`src/rtl/demux1cross4_tdm_if.sv`:
```
// Beat-input and channel-output bundle for the 1:4 TDM demultiplexer.
interface demux1cross4_tdm_if #(
  parameter int W = 8
);
  logic [W-1:0] din;
  logic         din_valid;
  logic         sync;
  logic         din_par;
  logic [W-1:0] a;
  logic [W-1:0] b;
  logic [W-1:0] c;
  logic [W-1:0] d;
  logic [3:0]   out_valid;
  logic         frame_valid;
  logic         sync_err;
  logic         par_err;

  modport master (
    output din, din_valid, sync, din_par,
    input  a, b, c, d, out_valid, frame_valid, sync_err, par_err
  );

  modport slave (
    input  din, din_valid, sync, din_par,
    output a, b, c, d, out_valid, frame_valid, sync_err, par_err
  );
endinterface

```
`src/rtl/demux1cross4_tdm.sv`:
```
// 1:4 time-division demultiplexer: routes framed slots 0..3 to channels a..d.
// Optional even-parity checking on each accepted beat via TDM_DEMUX_PARITY_EN.
module demux1cross4_tdm #(
  parameter int W = 8
) (
  input logic              clk,
  input logic              rst,
  demux1cross4_tdm_if.slave bus
);

  typedef enum logic {HUNT = 1'b0, LOCK = 1'b1} state_t;

  state_t       state_reg, state_next;
  logic [1:0]   slot_reg, slot_next;
  logic         clean_reg, clean_next;
  logic [3:0]   out_valid_reg, out_valid_next;
  logic         frame_valid_reg, frame_valid_next;
  logic         sync_err_reg, sync_err_next;
  logic         par_err_reg, par_err_next;
  logic [3:0]   wr_en;
  logic         accept;
  logic [1:0]   accept_slot;
  logic         beat_par_err;
  logic [W-1:0] ch_reg [4];

`ifdef TDM_DEMUX_PARITY_EN
  assign beat_par_err = ^{bus.din, bus.din_par};
`else
  logic unused_din_par;
  assign unused_din_par = bus.din_par;
  assign beat_par_err   = 1'b0;
`endif

  always_ff @(posedge clk) begin
    if (rst) begin
      state_reg       <= HUNT;
      slot_reg        <= 2'd0;
      clean_reg       <= 1'b0;
      out_valid_reg   <= 4'd0;
      frame_valid_reg <= 1'b0;
      sync_err_reg    <= 1'b0;
      par_err_reg     <= 1'b0;
    end else begin
      state_reg       <= state_next;
      slot_reg        <= slot_next;
      clean_reg       <= clean_next;
      out_valid_reg   <= out_valid_next;
      frame_valid_reg <= frame_valid_next;
      sync_err_reg    <= sync_err_next;
      par_err_reg     <= par_err_next;
    end
  end

  always_comb begin
    state_next       = state_reg;
    slot_next        = slot_reg;
    clean_next       = clean_reg;
    wr_en            = 4'd0;
    out_valid_next   = 4'd0;
    frame_valid_next = 1'b0;
    sync_err_next    = 1'b0;
    par_err_next     = 1'b0;
    accept           = 1'b0;
    accept_slot      = slot_reg;

    if (bus.din_valid) begin
      unique case (state_reg)
        HUNT: begin
          if (bus.sync) begin
            accept      = 1'b1;
            accept_slot = 2'd0;
            state_next  = LOCK;
          end
        end
        LOCK: begin
          if (bus.sync) begin
            // An early sync abandons the partial frame but resyncs on this beat.
            sync_err_next = (slot_reg != 2'd0);
            accept        = 1'b1;
            accept_slot   = 2'd0;
          end else if (slot_reg == 2'd0) begin
            sync_err_next = 1'b1;
            state_next    = HUNT;
          end else begin
            accept = 1'b1;
          end
        end
        default: state_next = HUNT;
      endcase
    end

    if (accept) begin
      slot_next  = accept_slot + 2'd1;
      clean_next = ((accept_slot == 2'd0) ? 1'b1 : clean_reg) & ~beat_par_err;
      if (beat_par_err) begin
        par_err_next = 1'b1;
      end else begin
        wr_en[accept_slot]          = 1'b1;
        out_valid_next[accept_slot] = 1'b1;
      end
      frame_valid_next = (accept_slot == 2'd3) & clean_reg & ~beat_par_err;
    end
  end

  for (genvar gi = 0; gi < 4; gi++) begin : g_ch
    always_ff @(posedge clk) begin
      if (rst) begin
        ch_reg[gi] <= '0;
      end else if (wr_en[gi]) begin
        ch_reg[gi] <= bus.din;
      end
    end
  end

  assign bus.a           = ch_reg[0];
  assign bus.b           = ch_reg[1];
  assign bus.c           = ch_reg[2];
  assign bus.d           = ch_reg[3];
  assign bus.out_valid   = out_valid_reg;
  assign bus.frame_valid = frame_valid_reg;
  assign bus.sync_err    = sync_err_reg;
  assign bus.par_err     = par_err_reg;

endmodule

```
`src/flat_wrapper.sv`:
```
// flat-port wrapper written by rule: the top's interface ports become plain ports
module demux1cross4_tdm_flat 
#(
  parameter int W = 8
)
  (clk, rst, bus_din, bus_din_valid, bus_sync, bus_din_par, bus_a, bus_b, bus_c, bus_d, bus_out_valid, bus_frame_valid, bus_sync_err, bus_par_err);
  demux1cross4_tdm_if #(.W(W)) bus_i ();
  input logic clk;
  input logic rst;
  input wire logic [$bits(bus_i.din)-1:0] bus_din;
  input wire logic [$bits(bus_i.din_valid)-1:0] bus_din_valid;
  input wire logic [$bits(bus_i.sync)-1:0] bus_sync;
  input wire logic [$bits(bus_i.din_par)-1:0] bus_din_par;
  output wire logic [$bits(bus_i.a)-1:0] bus_a;
  output wire logic [$bits(bus_i.b)-1:0] bus_b;
  output wire logic [$bits(bus_i.c)-1:0] bus_c;
  output wire logic [$bits(bus_i.d)-1:0] bus_d;
  output wire logic [$bits(bus_i.out_valid)-1:0] bus_out_valid;
  output wire logic [$bits(bus_i.frame_valid)-1:0] bus_frame_valid;
  output wire logic [$bits(bus_i.sync_err)-1:0] bus_sync_err;
  output wire logic [$bits(bus_i.par_err)-1:0] bus_par_err;
  assign bus_i.din = bus_din;
  assign bus_i.din_valid = bus_din_valid;
  assign bus_i.sync = bus_sync;
  assign bus_i.din_par = bus_din_par;
  assign bus_a = bus_i.a;
  assign bus_b = bus_i.b;
  assign bus_c = bus_i.c;
  assign bus_d = bus_i.d;
  assign bus_out_valid = bus_i.out_valid;
  assign bus_frame_valid = bus_i.frame_valid;
  assign bus_sync_err = bus_i.sync_err;
  assign bus_par_err = bus_i.par_err;
  demux1cross4_tdm #(.W(W)) u_core (.clk(clk), .rst(rst), .bus(bus_i));
endmodule
```
`config.mk`:
```
export PLATFORM = sky130hd
export DESIGN_NAME = demux1cross4_tdm_flat
export DESIGN_NICKNAME = d
export VERILOG_FILES = /design/src/rtl/demux1cross4_tdm_if.sv /design/src/rtl/demux1cross4_tdm.sv /design/src/flat_wrapper.sv
export SDC_FILE = /design/constraint.sdc
export NUM_CORES = 1
export LEC_CHECK = 0
export ABC_AREA = 1
export BUFFER_PORTS_ARGS = -buffer_cell sky130_fd_sc_hd__buf_2
export CORE_MARGIN = 4
export CORE_UTILIZATION = 46
export DETAILED_ROUTE_END_ITERATION = 10
export GPL_ROUTABILITY_DRIVEN = 0
export PLACE_DENSITY = 0.74
export SLEW_MARGIN = 10
export SYNTH_ARGS = -nofsm -noshare
export SYNTH_HDL_FRONTEND = slang
export SYNTH_SLANG_ARGS = --single-unit
```
`constraint.sdc`:
```
create_clock -name clk -period 2 [get_ports clk]
set_input_delay 0 -clock clk [delete_from_list [all_inputs] [get_ports clk]]
set_output_delay 0 -clock clk [all_outputs]
set_load 0.05 [all_outputs]
```
Word level (Yosys, flattened, before mapping)
Memories as Yosys holds them, arrays and structs flattened.
Index checks and enable logic that the tools add are counted.
{"block": "word_totals", "ff_bits": 10, "mem_bits_rw": 32, "in_bits": 13, "out_inout_bits": 39, "wordCells": 56, "n_memories": 1}
{"block": "op_classes", "add_sub_neg": 1, "n_lt_le_gt_ge": 2, "n_eq_ne": 1, "mux": 30, "bitwise_logic": 8, "reduce_logical": 7}
{"name": "u_core.ch_reg", "words": 4, "width": 8, "rd": 4, "rd_clocked_by_memory_dff": 0, "wr": 4, "line": "demux1cross4_tdm.sv:24", "text": "logic [W-1:0] ch_reg [4];"}
{"operator": "$mux 8", "n": 4}
{"operator": "$mux 1", "n": 21}
{"operator": "$logic_not 2->1", "n": 2}
{"operator": "$mux 2", "n": 2}
{"operator": "$mux 4", "n": 1}
{"operator": "$or 1x1->1", "n": 4}
{"operator": "$lt 2x3->1 const B", "n": 1}
{"operator": "$not 1->1", "n": 3}
{"operator": "$reduce_or 3->1", "n": 1}
{"operator": "$add 2x1->2 const B", "n": 1}
{"operator": "$demux 1 s2", "n": 1}
{"operator": "$eq 2x2->1 const B", "n": 1}
{"operator": "$ge 2x1->1 const B", "n": 1}
{"operator": "$pmux 1 s2", "n": 1}
{"operator": "$reduce_and 2->1", "n": 1}
{"operator": "$reduce_bool 2->1", "n": 1}
{"operator": "$reduce_or 2->1", "n": 1}
{"operator": "$and 1x1->1", "n": 1}
{"operator": "$logic_and 1x1->1", "n": 1}

Logic depth before layout (Yosys ltp)
{"block": "depth", "ltp_word": 11, "depth_mapped": 7, "ltp_nobuf": 7}

Least setup slack after synthesis
OpenSTA, ideal clock, no wires.
{"block": "synth_timing", "kind": "flip-flop to flip-flop", "startpoint": "register u_core.slot_reg[0]", "endpoint": "memory u_core.ch_reg[2][0], enable pin", "setup_ns": 0.384, "t_arrival_ns": 1.422, "required_time_ns": 1.616, "setup_slack_ns": 0.194, "stages_incl_launch_ff": 6, "n_path_buf": 0, "period_less_slack_ns": 1.806, "path_cell_list": "dfxtp_1 nor2_1 ha_1 nand2_1 nand2_1 o21ai_0"}
{"element": "from (decl)", "line": "demux1cross4_tdm.sv:14", "text": "logic [1:0] slot_reg, slot_next;"}
{"element": "from (signal assigned)", "line": "demux1cross4_tdm.sv:45", "text": "slot_reg <= slot_next;"}
{"element": "to (decl)", "line": "demux1cross4_tdm.sv:24"}

==> results_dict.tcl <==
set metrics [dict create \
    status "finished, final reports clean" \
    drive_above_1_share_pct 32.5 \
    synth_common_cells "36 x nor2_1, 32 x edfxtp_1, 19 x inv_1" \
    grt_pass1_vias 1023 \
    cp_data_required_time_ns 2.02 \
    hold_class "input pin to register" \
    critPathMaxFanout 8 \
    htreeDepth 2 \
    synth_seq_area_share_pct 74.4 \
    cts_root_buffer "clkbuf_4" \
    syn_nets 147 \
    drt-total-wl_um 3020 \
    routed_via_density 4.61 \
    diodes 0 \
    antenna_found_initial 0 \
    async_flop_share_pct 0 \
    dr.pass1.iters 4 \
    hpwl_um 2210 \
    cp.arrival_ns 1.78 \
    synth_most_common_cell "nor2_1" \
    die_h_um 66.3 \
    ys_types 16 \
    powerDensity_nw_per_um2 855 \
    finalHoldViolations 0 \
    sw_frac_of_total_pct 30.0 \
    skew_ns 0.00855 \
    track_usage_pct 15.3 \
    min_period_ns 1.76 \
    grt_max_degree 14 \
    critPathSlowestCell "dfxtp_1" \
    cp-end-kind "register" \
    crit_start "u_core.slot_reg[0]" \
    crit_type "register to register" \
    synth_edf_count 32 \
    die_w_um 66.3 \
    leakagePower_nw 0.951 \
    yosysWarningCount 0 \
    fin_nets 207 \
    hold_start "bus_din[3]" \
    utilization_pct 62.0 \
    setup-violations-final 0 \
    crit_top_cell "nand2_1" \
    ys_seq_elements 42 \
    yosys-top-cells-area "edfxtp_1 62%, dfxtp_1 13%, nor2_1 8.7%" \
    largest_reg_flops 32 \
    setup_tns_ns 0 \
    power.internal_mw 1.17 \
    synthesis.area_um2 1560 \
    rsz0062_at_grt "no" \
    core_area_um2 3150 \
    max-vdd-ir-drop_mv 0.426 \
    path_clk_slew_ns 0.12 \
    clkLatencyLatePin_ns 0.35 \
    wl_per_cell_um 12.7 \
    fill_cells 256 \
    avgSynthCellArea_um2 11.7 \
    cts_made_buffers 5 \
    cp_slowest_stage_delay_ns 0.42 \
    cts.sinks 42 \
    power_frac_comb_pct 16.6 \
    p_sw_mw 0.501 \
    syn-instance-count 133 \
    route.antenna.remaining_nets 0 \
    drtIter0Drc 66 \
    timing.hold.ws_ns 0.00477 \
    path_cells "nor2_1, ha_1, nand2_1, inv_1, a21oi_4, nand2_1, nand2_1" \
    io_pins 52 \
    yosysTopAreaCell "edfxtp_1" \
    pwr-share-seq_pct 59.6 \
    final.period_utilization_pct 87.9 \
    area_growth_pct 25.2 \
    fmax_ghz 0.569 \
    clock_path_buffers 2 \
    regToRegSetupSlack_ns 0.24 \
    cts_tree "done" \
    post-route-drc-count 0 \
    die-area_um2 4390 \
    cp.buffers_inverters 1 \
    start_util_pct 49.5 \
    grt.overflow.total 0 \
    p_clk_share_pct 23.8 \
    start_kind "register" \
    timing.rr.start "u_core.slot_reg[0]" \
    io_buffers 49 \
    row_count 20 \
    slew_viol_final 0 \
    critical-path-top-delay-family "simple AND/OR/NAND/NOR gates" \
    synth-main-ff-cell "edfxtp_1" \
    synth_top_area_share_pct 61.5 \
    grt_pass1_wl_um 4800 \
    vias 1096 \
    drv_cap 0 \
]
[metal layers]
metal / wire [um] / vias up / track usage (%)
met4: 48 / 0 / 6.09
met5: 0 / - / 0
li1: - / 547 / -
met1: 1200 / 502 / 16.1
met2: 1520 / 40 / 26.5
met3: 260 / 7 / 6.97
[cell families after synthesis]
kind of cell,after synthesis,share of synthesized area [%]
compound gates,7,2.96
simple gates,61,16.3
fa+ha+maj,1,0.801
flops,42,74.4
buf+inv,21,5.29
other cells,1,0.240
[worst min-delay path, stage by stage]
cell    delay [ns]
buf_2         0.07
inv_1         0.07
nor2_1        0.10
[layout make-up]
class	count	area, um^2	share of cell area [%]
well taps	44	55.1	2.82
flip-flops and latches	42	1160	59.4
clock buffers	5	37.5	1.92
inverters	20	75.1	3.84
clock inverters	3	16.3	0.832
repair buffers	54	293	15.0
multi-input cells	70	318	16.3
[final timing paths]
kind / endpoint / depth (start not counted)
worst max-delay path: u_core.ch_reg[0][3] / 7
worst min-delay path: u_core.ch_reg[2][3] / 3
worst max register to register: u_core.ch_reg[0][3] / 7
worst min register to register: u_core.bus.frame_valid / 2
[repair_timing]
item                                    4_1_cts  5_1_grt
endpoints found under the setup margin        0        0
endpoints found under the hold margin         5        2
setup buffers                                 0        0
resized for setup                             0        0
hold buffers                                  2        2
[layout by cell type, fill, tap and decap left out, drive strengths merged, types with 2 or more instances in the layout]
master       count
a21oi            4
buf             50
clkbuf           5
clkinv           2
dfxtp           10
dlygate4sd3      4
edfxtp          32
inv             20
nand2           18
nand3            6
nor2            36
o21ai            3
[power groups by stage]
| stage | Sequential (mW) | Clock, mW | Combinational (mW) |
|---|---|---|---|
| finish | 0.996 | 0.397 | 0.278 |
| global route | 1.00 | 0.454 | 0.296 |
| CTS | 0.997 | 0.399 | 0.276 |
| detailed placement | 1.02 | 0 | 0.272 |
| global placement | 1.01 | 0 | 0.268 |
| floorplan | 1.15 | 0 | 0.0686 |
[metrics by stage]
step	setup WS (ns)	area, um^2	std cells	total power, mW
floorplan	0.194	1560	133	1.22
detailed placement	0.268	1860	226	1.29
finish	0.242	1960	238	1.67
global route	0.0713	1960	238	1.75
global placement	0.343	1860	226	1.28
CTS	0.239	1940	236	1.67
(Power assumes the default switching activity.)
